[src/rtl/axi_wdata_gen.sv]
`default_nettype none
// +----------------------------------------------------------------------------+
// | Module      : axi_wdata_gen                                                |
// | Description : AXI W-channel beat generator. Each accepted AW burst is      |
// |               pushed in as a length command (AWLEN). The block turns a     |
// |               headerless source data stream into W beats, asserting WLAST  |
// |               on the final beat of every burst, and reports how many       |
// |               bursts are still waiting for data.                           |
// | Optional    : define WGEN_PERF_CNT_EN to add beat/stall performance        |
// |               counters (perf_beats, perf_stall) and their clear input      |
// |               (perf_clr).                                                  |
// | Ports       : clk, reset            - clock, synchronous active-high reset |
// |               cmd_len/valid/ready   - burst length command (AWLEN)         |
// |               src_data/valid/ready  - source write data stream             |
// |               wdata/wstrb/wlast/wvalid/wready - AXI W channel              |
// |               cmd_cnt               - commands queued (not incl. active)   |
// |               busy                  - queue non-empty or burst in progress |
// | Revision    : 1.0 - initial release                                        |
// +----------------------------------------------------------------------------+
module axi_wdata_gen #(
   parameter int AXI_DW = 128,
   parameter int AXI_LW = 8,
   parameter int CMD_D  = 8,
   parameter int CMD_AW = $clog2(CMD_D + 1)
) (
   input  logic                  clk,
   input  logic                  reset,
   input  logic [AXI_LW-1:0]     cmd_len,
   input  logic                  cmd_valid,
   output logic                  cmd_ready,
   input  logic [AXI_DW-1:0]     src_data,
   input  logic                  src_valid,
   output logic                  src_ready,
   output logic [AXI_DW-1:0]     wdata,
   output logic [AXI_DW/8-1:0]   wstrb,
   output logic                  wlast,
   output logic                  wvalid,
   input  logic                  wready,
`ifdef WGEN_PERF_CNT_EN
   input  logic                  perf_clr,
   output logic [31:0]           perf_beats,
   output logic [31:0]           perf_stall,
`endif
   output logic [CMD_AW-1:0]     cmd_cnt,
   output logic                  busy
);

   localparam int PTR_W = $clog2(CMD_D);
   localparam logic [CMD_AW-1:0] C_FULL_CNT = CMD_AW'(CMD_D);

   typedef enum logic [0:0] {
      ST_IDLE = 1'b0,
      ST_BEAT = 1'b1
   } state_t;

   state_t              st_q, st_d;
   logic [AXI_LW-1:0]   beat_cnt_q, beat_cnt_d;
   logic [PTR_W-1:0]    wr_ptr_q, wr_ptr_d;
   logic [PTR_W-1:0]    rd_ptr_q, rd_ptr_d;
   logic [CMD_AW-1:0]   cnt_q, cnt_d;
   logic [AXI_LW-1:0]   fifo_mem_q [CMD_D];

   logic                fifo_empty;
   logic                fifo_full;
   logic                push;
   logic                pop;
   logic                beat_hs;
   logic                beat_last;
   logic [AXI_LW-1:0]   fifo_head;

   assign fifo_empty = (cnt_q == '0);
   assign fifo_full  = (cnt_q == C_FULL_CNT);
   assign fifo_head  = fifo_mem_q[rd_ptr_q];
   assign push       = cmd_valid & ~fifo_full;
   assign beat_hs    = (st_q == ST_BEAT) & src_valid & wready;
   assign beat_last  = (beat_cnt_q == '0);

   // A command is consumed either when starting from idle or on the last
   // beat of the active burst, so consecutive bursts run without a bubble.
   assign pop = ~fifo_empty & ((st_q == ST_IDLE) | (beat_hs & beat_last));

   always_comb begin
      st_d       = st_q;
      beat_cnt_d = beat_cnt_q;
      wr_ptr_d   = wr_ptr_q;
      rd_ptr_d   = rd_ptr_q;
      cnt_d      = cnt_q;

      case (st_q)
         ST_IDLE: begin
            if (!fifo_empty) begin
               st_d       = ST_BEAT;
               beat_cnt_d = fifo_head;
            end
         end
         ST_BEAT: begin
            if (beat_hs) begin
               if (!beat_last) begin
                  beat_cnt_d = beat_cnt_q - AXI_LW'(1);
               end else if (!fifo_empty) begin
                  beat_cnt_d = fifo_head;
               end else begin
                  st_d = ST_IDLE;
               end
            end
         end
         default: st_d = ST_IDLE;
      endcase

      // Pointers wrap naturally because the depth is a power of two.
      if (push) wr_ptr_d = wr_ptr_q + PTR_W'(1);
      if (pop)  rd_ptr_d = rd_ptr_q + PTR_W'(1);

      case ({push, pop})
         2'b10:   cnt_d = cnt_q + CMD_AW'(1);
         2'b01:   cnt_d = cnt_q - CMD_AW'(1);
         default: cnt_d = cnt_q;
      endcase
   end

   always_ff @(posedge clk) begin
      if (reset) begin
         st_q       <= ST_IDLE;
         beat_cnt_q <= '0;
         wr_ptr_q   <= '0;
         rd_ptr_q   <= '0;
         cnt_q      <= '0;
      end else begin
         st_q       <= st_d;
         beat_cnt_q <= beat_cnt_d;
         wr_ptr_q   <= wr_ptr_d;
         rd_ptr_q   <= rd_ptr_d;
         cnt_q      <= cnt_d;
      end
   end

   // Storage needs no reset: entries are only read when the count says valid.
   always_ff @(posedge clk) begin
      if (push) fifo_mem_q[wr_ptr_q] <= cmd_len;
   end

   // W channel is a gated pass-through of the source while a burst is active.
   always_comb begin
      wvalid    = 1'b0;
      src_ready = 1'b0;
      wlast     = 1'b0;
      wdata     = '0;
      wstrb     = '0;
      if (st_q == ST_BEAT) begin
         wvalid    = src_valid;
         src_ready = wready;
         wlast     = beat_last;
         wdata     = src_data;
         wstrb     = '1;
      end
   end

   assign cmd_ready = ~fifo_full;
   assign cmd_cnt   = cnt_q;
   assign busy      = (st_q == ST_BEAT) | ~fifo_empty;

`ifdef WGEN_PERF_CNT_EN
   logic [31:0] perf_beats_q, perf_beats_d;
   logic [31:0] perf_stall_q, perf_stall_d;

   always_comb begin
      perf_beats_d = perf_beats_q;
      perf_stall_d = perf_stall_q;
      if (perf_clr) begin
         perf_beats_d = '0;
         perf_stall_d = '0;
      end else begin
         if (beat_hs)           perf_beats_d = perf_beats_q + 32'd1;
         if (wvalid & ~wready)  perf_stall_d = perf_stall_q + 32'd1;
      end
   end

   always_ff @(posedge clk) begin
      if (reset) begin
         perf_beats_q <= '0;
         perf_stall_q <= '0;
      end else begin
         perf_beats_q <= perf_beats_d;
         perf_stall_q <= perf_stall_d;
      end
   end

   assign perf_beats = perf_beats_q;
   assign perf_stall = perf_stall_q;
`endif

endmodule
`default_nettype wire

[config.mk]
export PLATFORM = sky130hd
export DESIGN_NAME = axi_wdata_gen
export DESIGN_NICKNAME = d
export VERILOG_FILES = /design/src/rtl/axi_wdata_gen.sv
export SDC_FILE = /design/constraint.sdc
export NUM_CORES = 1
export LEC_CHECK = 0
export ABC_AREA = 1
export CORE_AREA = 2 2 117 119
export CTS_CLUSTER_DIAMETER = 150
export DETAILED_ROUTE_END_ITERATION = 8
export DIE_AREA = 0 0 119 121
export PLACE_DENSITY = 0.88
export SKIP_LAST_GASP = 1
export SLEW_MARGIN = 10
export SYNTH_ARGS = -nofsm -noshare
export SYNTH_HDL_FRONTEND = slang
export SYNTH_SLANG_ARGS = --single-unit
[constraint.sdc]
create_clock -name clk -period 2.4 [get_ports clk]
set_input_delay 0.36 -clock clk [delete_from_list [all_inputs] [get_ports clk]]
set_output_delay 0.36 -clock clk [all_outputs]
set_load 0.005 [all_outputs]
==> results of run 1 <==
## worst paths after layout
| path | endpoint | start | slack (ps) |
|---|---|---|---|
| hold / removal | wr_ptr_q[0] | wr_ptr_q[0] | 500 |
| setup reg to reg | cmd_cnt[2] | beat_cnt_q[1] | 220 |
| hold reg to reg | wr_ptr_q[0] | wr_ptr_q[0] | 500 |
| setup / recovery | wdata[90] | st_q | 50 |
## critical path: stages, from the launching register on
cell             delay [ps]
dfxtp_4                 500
buf_12                  290
nand2_1                  80
inv_1                   200
clkdlybuf4s50_1         550
## synthesized netlist by cell type, drive strengths merged
cell type | number | area, sq um
ha | 7 | 87.6
xor2 | 6 | 52.6
dfxtp | 22 | 440
nand4 | 1 | 6.26
nor3 | 2 | 21.3
o21ai | 20 | 100
nand2 | 229 | 860
a21oi | 27 | 161
nand3 | 65 | 343
xnor2 | 1 | 8.76
buf | 37 | 244
edfxtp | 64 | 1920
clkbuf | 9 | 33.8
nor2 | 33 | 149
inv | 162 | 613
## logic make-up after synthesis
group / share of synthesized area
buf+inv: 0.177
flops: 0.468
fa+ha+maj: 0.0174
simple gates: 0.273
compound gates: 0.0519
xor+xnor: 0.0122
## power by group through the flow
stage	Sequential (uW)	Clock, uW	Combinational [uW]
final	1950	1390	4380
after global routing	1970	1470	4730
after CTS	1940	1400	4330
after detailed placement	1970	0	4260
after global placement	1960	0	4200
after floorplan	1930	0	2260
## layout by cell type (no fill, tap or decap)
cell             Yosys  final
a21oi_4              1      1
dfxtp_1             22     21
o21ai_0             19     19
edfxtp_1            64     64
clkbuf_16            0      9
inv_6                1      3
nand3_4              1      1
xor2_1               6      5
inv_1              158    158
a21oi_1             22     22
a21oi_2              4      4
dfxtp_4              0      1
nand3_2              1      1
buf_12               0      2
nand3_1             63     63
nand2_1            229    229
inv_2                3      3
buf_4               21     24
clkinvlp_4           0      3
diode_2              0      2
ha_4                 0      1
nor2_1              29     29
nor2_4               3      3
ha_1                 7      6
nand4_1              1      1
nor2_2               1      1
clkdlybuf4s50_1      0    293
nor3_1               1      1
xor2_2               0      1
xnor2_1              1      1
bufinv_16            0      1
nor3_4               1      1
o21ai_1              1      1
## cell type report
class	count	area (sq um)	share of cell area
timing repair buffer	319	3150	0.373
clock inverter	6	70.1	0.00828
clock buffer	9	225	0.0266
multi-input combinational	391	1810	0.214
inverter	162	613	0.0725
tap	176	220	0.0260
antenna	2	5.00	0.000591
sequential	86	2370	0.280
## per-layer routing
| metal | wire (um) | global-route usage | vias up |
|---|---|---|---|
| li1 | - | - | 2615 |
| met1 | 10900 | 0.471 | 2552 |
| met2 | 10400 | 0.486 | 325 |
| met3 | 2970 | 0.149 | 21 |
| met4 | 352 | 0.0551 | 2 |
| met5 | 13 | 0 | - |
## registers in the layout (all words and copies together), names as in the netlist, named ones only
register    count
fifo_mem_q     64
beat_cnt_q      8
cmd_cnt         4
rd_ptr_q        3
wr_ptr_q        3
st_q            1
## stage by stage
step	worst slack [ps]	setup TNS (ps)	hold WS (ps)	total power [uW]
finish	48.9	0	504	7720
global route	-1.19	-1.19	526	8170
CTS	89.9	0	501	7680
detailed placement	20.1	0	484	6230
global placement	111	0	472	6160
floorplan	186	0	429	4180
==> reports/summary.txt, run 1 <==
Worst-skew pair later-pin latency -> 340 ps
Clock power share -> 0.180
CTS Sinks -> 86
Tmin final -> 2350 ps
Pin count of the biggest net entering global routing -> 63
YS warnings -> 0
Initial DRC Count -> 515
GRT Util Overall -> 0.336
Max-cap violations -> 0
Static leakage -> 0.00417 uW
# hold bufs at CTS -> 0
RSZ-0062 raised after global routing -> true
Distinct cell type count after synthesis -> 27
Remaining antenna violation count -> 0
Vias -> 5,515
Final Hold Viols -> 0
Number of top-level pins -> 294
R2R depth -> 13
Seq/Total Area, Yosys -> 0.468
Cell Count, Final, Fillers Out -> 1,151
Vias in the first global route -> 5,358
Hold path cells -> 2
Placed wire-length estimate -> 19,600 um
Cells after DPL -> 1,134
Internal -> 4570 uW
Mapped Nets -> 833
Crit end category -> primary output
Final GP Congestion -> 0.959
# setup viols final -> 0
Clk buf depth -> 2
H-tree depth -> 3
Layout Nets -> 1,117
Clock buffer count from CTS -> 9
Relative slew margins -> 0.354
First-pass GRT wire length -> 34,800 um
CTS tree -> built
Root Buffer -> clkbuf_16
WP data required -> 2040 ps
Worst Skew -> 3.58 ps
Worst min path class -> reg2reg
Tcrit/Tclk final -> 0.980
Post-synthesis cell count -> 685
Area after DPL -> 8140 sq um
Combinational share of power -> 0.568
Remaining DRCs -> 0
Crit path launch type -> flip-flop
PortBufs -> 293
Row Count -> 42
Area delta synth->final -> 67.8%
Sw power -> 3150 uW
Critical path class -> reg2out
Reg power frac -> 0.252
Die width -> 119 um
Chip Height -> 121 um
Post_cts resized -> 0
Initial antenna violation count -> 3
Max IR drop VDD -> 565 uV
Power density over the cells -> 912 nW/um^2
DR vias/cell -> 4.79
Status -> completed
Crit Path Max Fanout -> 62
Syn Area/Cell -> 7.36 sq um
Clock slew at reported path FFs -> 60 ps
Design area -> 8460 sq um
Max Slew Vio Count -> 0
Mapped Area -> 5040 sq um
DR WL/cell -> 21.4 um
Crit path DAT -> 1990 ps
Number of setup buffers added after CTS -> 0
Initial Util -> 0.385
Worst slew pin tran -> 968 ps
Final core utilization -> 0.647
Synth Register Bits -> 86
Final wirelength -> 24,600 um
Sw Ratio -> 0.408
Fmax -> 0.425 GHz
Share of layout cells above drive strength 1 -> 0.0617
Total congestion overflow -> 0
Core area -> 13,100 sq um
1st-pass router iterations -> 6
Fill cells -> 1,077
Die ar. -> 14,400 sq um
(Power assumes the default switching activity.)
==> run 2, diff against run 1 <==
--- a/config.mk
+++ b/config.mk
@@ -6,11 +6,13 @@
 export NUM_CORES = 1
 export LEC_CHECK = 0
 export ABC_AREA = 1
-export CORE_AREA = 2 2 117 119
+export CORE_AREA = 2 2 115 117
 export CTS_CLUSTER_DIAMETER = 150
 export DETAILED_ROUTE_END_ITERATION = 8
-export DIE_AREA = 0 0 119 121
-export PLACE_DENSITY = 0.88
+export DIE_AREA = 0 0 117 119
+export DONT_BUFFER_PORTS = 1
+export MAX_ROUTING_LAYER = met4
+export PLACE_DENSITY = 0.61
 export SKIP_LAST_GASP = 1
 export SLEW_MARGIN = 10
 export SYNTH_ARGS = -nofsm -noshare
==> run 2 against run 1 <==
Against the previous run:
- cell area is 35% lower
- sequential share of layout area is 15 points higher
- count of clock-buffer cells in the layout is 1 higher
- maximum frequency is 4.2% higher
- sequential power is 2% lower
- hold slack worse by 440 ps
- routed wire length is 23% lower
- largest cell class is now registers
==> reports/summary.txt, run 2 (synthesized netlist as in run 1, its figures left out) <==
Status -> completed (unchanged)
R2r setup slk -> 140 ps (was 220 ps)
Vias in the first global route -> 4,056 (was 5,358)
Slowest stage cell, crit path -> dfxtp_1 (was clkdlybuf4s50_1)
Initial DRC Count -> 532 (was 515)
Crit end category -> flip-flop (was primary output)
Tmin final -> 2260 ps (was 2350 ps)
Area delta synth->final -> 9.40% (was 67.8%)
Commonest non-fill, non-tap cells in the layout -> nand2_1 (229), inv_1 (157), edfxtp_1 (64), nand3_1 (63), nor2_1 (29) (was clkdlybuf4s50_1 (293), nand2_1 (229), inv_1 (158), edfxtp_1 (64), nand3_1 (63))
Critical path class -> reg2reg (was reg2out)
Relative slew margins -> 0.604 (was 0.354)
Clock power share -> 0.248 (was 0.180)
Commonest non-fill, non-tap cell in the layout -> nand2_1 (was clkdlybuf4s50_1)
DR vias/cell -> 5.22 (was 4.79)
Final wirelength -> 19,000 um (was 24,600 um)
Worst Skew -> 8.83 ps (was 3.58 ps)
Vias -> 4,439 (was 5,515)
Total congestion overflow -> 0 (unchanged)
Pin count of the biggest net entering global routing -> 147 (was 63)
Power density over the cells -> 1200 nW/um^2 (was 912 nW/um^2)
Root Buffer -> clkbuf_16 (unchanged)
Clock buffer count from CTS -> 9 (unchanged)
Hold path cells -> 1 (was 2)
Worst slew pin tran -> 594 ps (was 968 ps)
Number of setup buffers added after CTS -> 0 (unchanged)
Initial Util -> 0.392 (was 0.385)
Worst path cell trace -> inv_2, ha_1, nand3_1, nor2_4, nor2_4, nor3_4, ha_4, xor2_4, ha_1, a21oi_1, xnor2_1, o21ai_1, inv_1 (was buf_12, nand2_1, inv_1, clkdlybuf4s50_1)
H-tree depth -> 3 (unchanged)
CTS Sinks -> 86 (unchanged)
Worst min path class -> in2reg (was reg2reg)
Number of top-level pins -> 294 (unchanged)
Clk buf depth -> 2 (unchanged)
R2R depth -> 13 (unchanged)
Worst R2R Start -> beat_cnt_q[1] (unchanged)
Crit path launch type -> flip-flop (unchanged)
Row Count -> 42 (unchanged)
Largest delay share family, worst path -> adder cells (was buffers and inverters)
Chip Height -> 119 um (was 121 um)
Internal -> 3680 uW (was 4570 uW)
Final GP Congestion -> 0.885 (was 0.959)
PortBufs -> 0 (was 293)
Sw Ratio -> 0.444 (was 0.408)
Die ar. -> 13,900 sq um (was 14,400 sq um)
Remaining DRCs -> 0 (unchanged)
CTS tree -> built (unchanged)
Layout Nets -> 816 (was 1,117)
Crit path DAT -> 2490 ps (was 1990 ps)
Min-delay src -> reset (was wr_ptr_q[0])
Max FFs per register -> 64 (unchanged)
Max-cap violations -> 0 (unchanged)
Crit Path Max Fanout -> 5 (was 62)
Fmax -> 0.443 GHz (was 0.425 GHz)
Placed wire-length estimate -> 15,200 um (was 19,600 um)
Final hold slack -> 68.5 ps (was 504 ps)
CP Buf/Inv Count -> 2 (was 3)
Reg power frac -> 0.289 (was 0.252)
Worst-skew pair later-pin latency -> 350 ps (was 340 ps)
Max Slew Vio Count -> 0 (unchanged)
GRT Util Overall -> 0.270 (was 0.336)
Clock slew at reported path FFs -> 60 ps (about the same)
# setup viols final -> 0 (unchanged)
Hold EP -> st_q (was wr_ptr_q[0])
Max IR drop VDD -> 1230 uV (was 565 uV)
Final Hold Viols -> 0 (unchanged)
Cell Count, Final, Fillers Out -> 850 (was 1,151)
DR WL/cell -> 22.3 um (was 21.4 um)
WP data required -> 2630 ps (was 2040 ps)
Core area -> 12,900 sq um (was 13,100 sq um)
Share of layout cells above drive strength 1 -> 0.0788 (was 0.0617)
Max incr delay on CP -> 320 ps (was 550 ps)
Combinational share of power -> 0.464 (was 0.568)
Tcrit/Tclk final -> 0.940 (was 0.980)
Biggest register -> fifo_mem_q (unchanged)
Sw power -> 2940 uW (was 3150 uW)
RSZ-0062 raised after global routing -> false (was true)
1st-pass router iterations -> 5 (was 6)
Initial antenna violation count -> 1 (was 3)
Remaining antenna violation count -> 0 (unchanged)
Cells after DPL -> 833 (was 1,134)
Static leakage -> 0.00306 uW (was 0.00417 uW)
RR Endpoint -> cmd_cnt[2] (unchanged)
First-pass GRT wire length -> 25,000 um (was 34,800 um)
Die width -> 117 um (was 119 um)
[run 2: cell types whose count changed in the layout (fill, tap and decap cells not counted), moves of 2 or more]
cell,previous run,this run
buf_4,24,17
bufinv_16,1,3
clkdlybuf4s50_1,293,0
clkinvlp_4,3,1
[run 2: power groups by stage]
stage	registers (uW)	logic, uW	clock network [uW]
floorplan	1930	2260	0
global placement	1930	2900	0
detailed placement	1940	2990	0
CTS	1910	3010	1640
global route	1940	3420	1700
finish	1910	3070	1640
[run 2: worst max path at each step]
stage | start | to | slack [ps] | depth (start not counted)
floorplan | st_q | cmd_cnt[2] | 190 | 11
finish | beat_cnt_q[1] | cmd_cnt[2] | 140 | 13
detailed placement | beat_cnt_q[1] | cmd_cnt[2] | -90 | 13
CTS | beat_cnt_q[1] | cmd_cnt[2] | 40 | 13
global route | beat_cnt_q[1] | cmd_cnt[2] | 20 | 13
global placement | beat_cnt_q[1] | cmd_cnt[2] | 190 | 13
[run 2: what timing repair did]
item	CTS	global route
gates resized for setup	3	3
pin swaps	0	0
hold buffers	0	0
setup endpoints to repair	1	2
endpoints found under the hold margin	0	0
[run 2: metrics by stage]
step,setup TNS [ps],power (uW),setup WS (ps),instance area (sq um),util
6_report,0,6620,143,5520,0.428
5_1_grt,0,7060,23.6,5520,0.428
4_1_cts,0,6560,36.2,5490,0.427
3_5_place_dp,-89.5,4930,-89.5,5140,0.399
3_3_place_gp,0,4830,188,5140,0.399
2_1_floorplan,0,4180,186,5040,-
[run 2: layer usage]
| metal | wire length, um | vias up | track usage |
|---|---|---|---|
| li1 | - | 2014 | - |
| met1 | 7160 | 2022 | 0.341 |
| met2 | 7490 | 376 | 0.341 |
| met3 | 3970 | 27 | 0.198 |
| met4 | 366 | 0 | 0.0676 |
| met5 | 0 | - | - |
[run 2: cell type report]
type	instances	area, sq um
fillers	1269	7360
clock buffers	10	229
multi-input cells	391	1820
inverters	162	613
well taps	176	220
diodes	1	2.50
repair buffers	18	148
clock inverters	6	118
flip-flops and latches	86	2370
==> run 3, diff against run 2 <==
--- a/config.mk
+++ b/config.mk
@@ -6,13 +6,14 @@
 export NUM_CORES = 1
 export LEC_CHECK = 0
 export ABC_AREA = 1
-export CORE_AREA = 2 2 115 117
+export CORE_AREA = 2 2 114 116
 export CTS_CLUSTER_DIAMETER = 150
 export DETAILED_ROUTE_END_ITERATION = 8
-export DIE_AREA = 0 0 117 119
+export DIE_AREA = 0 0 116 118
 export DONT_BUFFER_PORTS = 1
 export MAX_ROUTING_LAYER = met4
-export PLACE_DENSITY = 0.61
+export PLACE_DENSITY = 0.62
+export RECOVER_POWER = 100
 export SKIP_LAST_GASP = 1
 export SLEW_MARGIN = 10
 export SYNTH_ARGS = -nofsm -noshare
==> run 3 against run 2 <==
Against the previous run:
- sequential power barely moved
- core utilization rose by 0.86 points
- total power fell by 3.2%
- routed wire length rose by 6.7%
- critical path depth fell by 2
- via count fell by 0.34%
- non-clock buffer count did not move
- maximum frequency barely moved
==> reports/summary.txt, run 3 (synthesized netlist as in run 1, its figures left out) <==
Core area -> 12,400 sq um (was 12,900 sq um)
Final wirelength -> 20,300 um (was 19,000 um)
Number of top-level pins -> 294 (unchanged)
Static leakage -> 0.00300 uW (was 0.00306 uW)
Worst R2R Start -> cmd_cnt[2] (was beat_cnt_q[1])
DR WL/cell -> 23.9 um (was 22.3 um)
Placed wire-length estimate -> 16,600 um (was 15,200 um)
Max-cap violations -> 0 (unchanged)
Root Buffer -> clkbuf_16 (unchanged)
Tmin final -> 2260 ps (about the same)
Status -> completed (unchanged)
Worst Skew -> 6.94 ps (was 8.83 ps)
Clock buffer count from CTS -> 9 (unchanged)
Crit path launch type -> flip-flop (unchanged)
R2R depth -> 11 (was 13)
Crit Path Max Fanout -> 10 (was 5)
Biggest register -> fifo_mem_q (unchanged)
Crit path DAT -> 2480 ps (was 2490 ps)
First-pass GRT wire length -> 27,200 um (was 25,000 um)
# setup viols final -> 0 (unchanged)
Power density over the cells -> 1180 nW/um^2 (was 1200 nW/um^2)
GRT Util Overall -> 0.297 (was 0.270)
Layout Nets -> 816 (unchanged)
Fmax -> 0.443 GHz (about the same)
Crit end category -> flip-flop (unchanged)
Min-delay src -> reset (unchanged)
Critical path class -> reg2reg (unchanged)
Clk buf depth -> 2 (unchanged)
WP data required -> 2630 ps (about the same)
RR Endpoint -> cmd_cnt[2] (unchanged)
Initial Util -> 0.406 (was 0.392)
Remaining antenna violation count -> 0 (unchanged)
Die ar. -> 13,700 sq um (was 13,900 sq um)
Initial DRC Count -> 568 (was 532)
Area delta synth->final -> 7.62% (was 9.40%)
Relative slew margins -> 0.512 (was 0.604)
Vias -> 4,424 (was 4,439)
Max FFs per register -> 64 (unchanged)
Final core utilization -> 0.437 (was 0.428)
Row Count -> 41 (was 42)
Worst slew pin tran -> 732 ps (was 594 ps)
Max IR drop VDD -> 912 uV (was 1230 uV)
Final hold slack -> 85.5 ps (was 68.5 ps)
Clock slew at reported path FFs -> 60 ps (about the same)
Final Hold Viols -> 0 (unchanged)
Vias in the first global route -> 4,056 (unchanged)
H-tree depth -> 3 (unchanged)
Remaining DRCs -> 0 (unchanged)
Initial antenna violation count -> 1 (unchanged)
Worst-skew pair later-pin latency -> 340 ps (was 350 ps)
Die width -> 116 um (was 117 um)
RSZ-0062 raised after global routing -> false (unchanged)
Final GP Congestion -> 0.932 (was 0.885)
PortBufs -> 0 (unchanged)
Tcrit/Tclk final -> 0.941 (was 0.940)
Hold EP -> st_q (unchanged)
Chip Height -> 118 um (was 119 um)
Hold path cells -> 1 (unchanged)
CTS tree -> built (unchanged)
Pin count of the biggest net entering global routing -> 147 (unchanged)
Commonest non-fill, non-tap cells in the layout -> nand2_1 (229), inv_1 (157), nand3_1 (64), edfxtp_1 (64), nor2_1 (29) (was nand2_1 (229), inv_1 (157), edfxtp_1 (64), nand3_1 (63), nor2_1 (29))
Fin Setup TNS -> 0 ps (unchanged)
Commonest non-fill, non-tap cell in the layout -> nand2_1 (unchanged)
CTS Sinks -> 86 (unchanged)
Share of layout cells above drive strength 1 -> 0.0594 (was 0.0788)
R2r setup slk -> 140 ps (about the same)
1st-pass router iterations -> 5 (unchanged)
Worst min path class -> in2reg (unchanged)
Max Slew Vio Count -> 0 (unchanged)
# hold bufs at CTS -> 0 (unchanged)
Total congestion overflow -> 0 (unchanged)
DR vias/cell -> 5.23 (was 5.22)
==> run 3: cell types whose count changed in the layout (fill, tap and decap cells not counted), sizes merged <==
| cell | delta |
|---|---|
| buf | -11 |
| bufinv | -1 |
| clkinvlp | -1 |
| inv | -1 |
| clkinv | +3 |
| clkbuf | +11 |
==> run 3: final cells by class <==
class	instances	area, sq um
diodes	1	2.50
clock buffers	10	229
clock inverters	6	85.1
fillers	1274	6990
inverters	162	613
multi-input cells	391	1810
flip-flops and latches	86	2370
well taps	172	215
repair buffers	18	108
==> run 3: routing by layer <==
layer,wire [um],global-route usage
met1,7600,0.363
met2,8120,0.391
met3,4000,0.199
met4,537,0.0952
met5,0,-
==> run 3: worst max-delay path: stages, from the launching register on <==
cell     delay (ps)
dfxtp_1         470
inv_1           130
nand3_1         200
inv_6            90
nor3_4          250
ha_4            200
xor2_2          210
ha_1            190
a21oi_1          50
xnor2_1         130
o21ai_0         160
inv_1            50
==> run 3: metrics by stage <==
| step | std cells | worst slack [ps] | power [uW] | area [sq um] |
|---|---|---|---|---|
| 3_3_place_gp | 829 | 187 | 4870 | 5130 |
| 3_5_place_dp | 829 | 28.3 | 4930 | 5130 |
| 6_report | 846 | 142 | 6410 | 5430 |
| 2_1_floorplan | 685 | 186 | 4180 | 5040 |
| 5_1_grt | 846 | 28.4 | 6830 | 5430 |
| 4_1_cts | 845 | 60.7 | 6410 | 5450 |
==> run 3: report_power, final <==
group          internal [uW]  switching (uW)  total (uW)
Combinational            825            2200        3020
Clock                    910             559        1470
Sequential              1790             130        1920
Total                   3520            2890        6410
==> run 3: timing repair <==
item                       in CTS  in global routing
setup endpoints to repair       1                  3
gates cloned                    0                  0
buffers inserted                0                  0
gates resized for setup         1                  4
==> run 3: worst max path at each step <==
stage	from	endpoint	slack [ps]	depth (start not counted)
3_3_place_gp	beat_cnt_q[1]	cmd_cnt[2]	190	13
3_5_place_dp	beat_cnt_q[1]	cmd_cnt[2]	30	13
2_1_floorplan	st_q	cmd_cnt[2]	190	11
4_1_cts	beat_cnt_q[1]	cmd_cnt[2]	60	13
5_1_grt	cmd_cnt[2]	cmd_cnt[2]	30	11
6_report	cmd_cnt[2]	cmd_cnt[2]	140	11
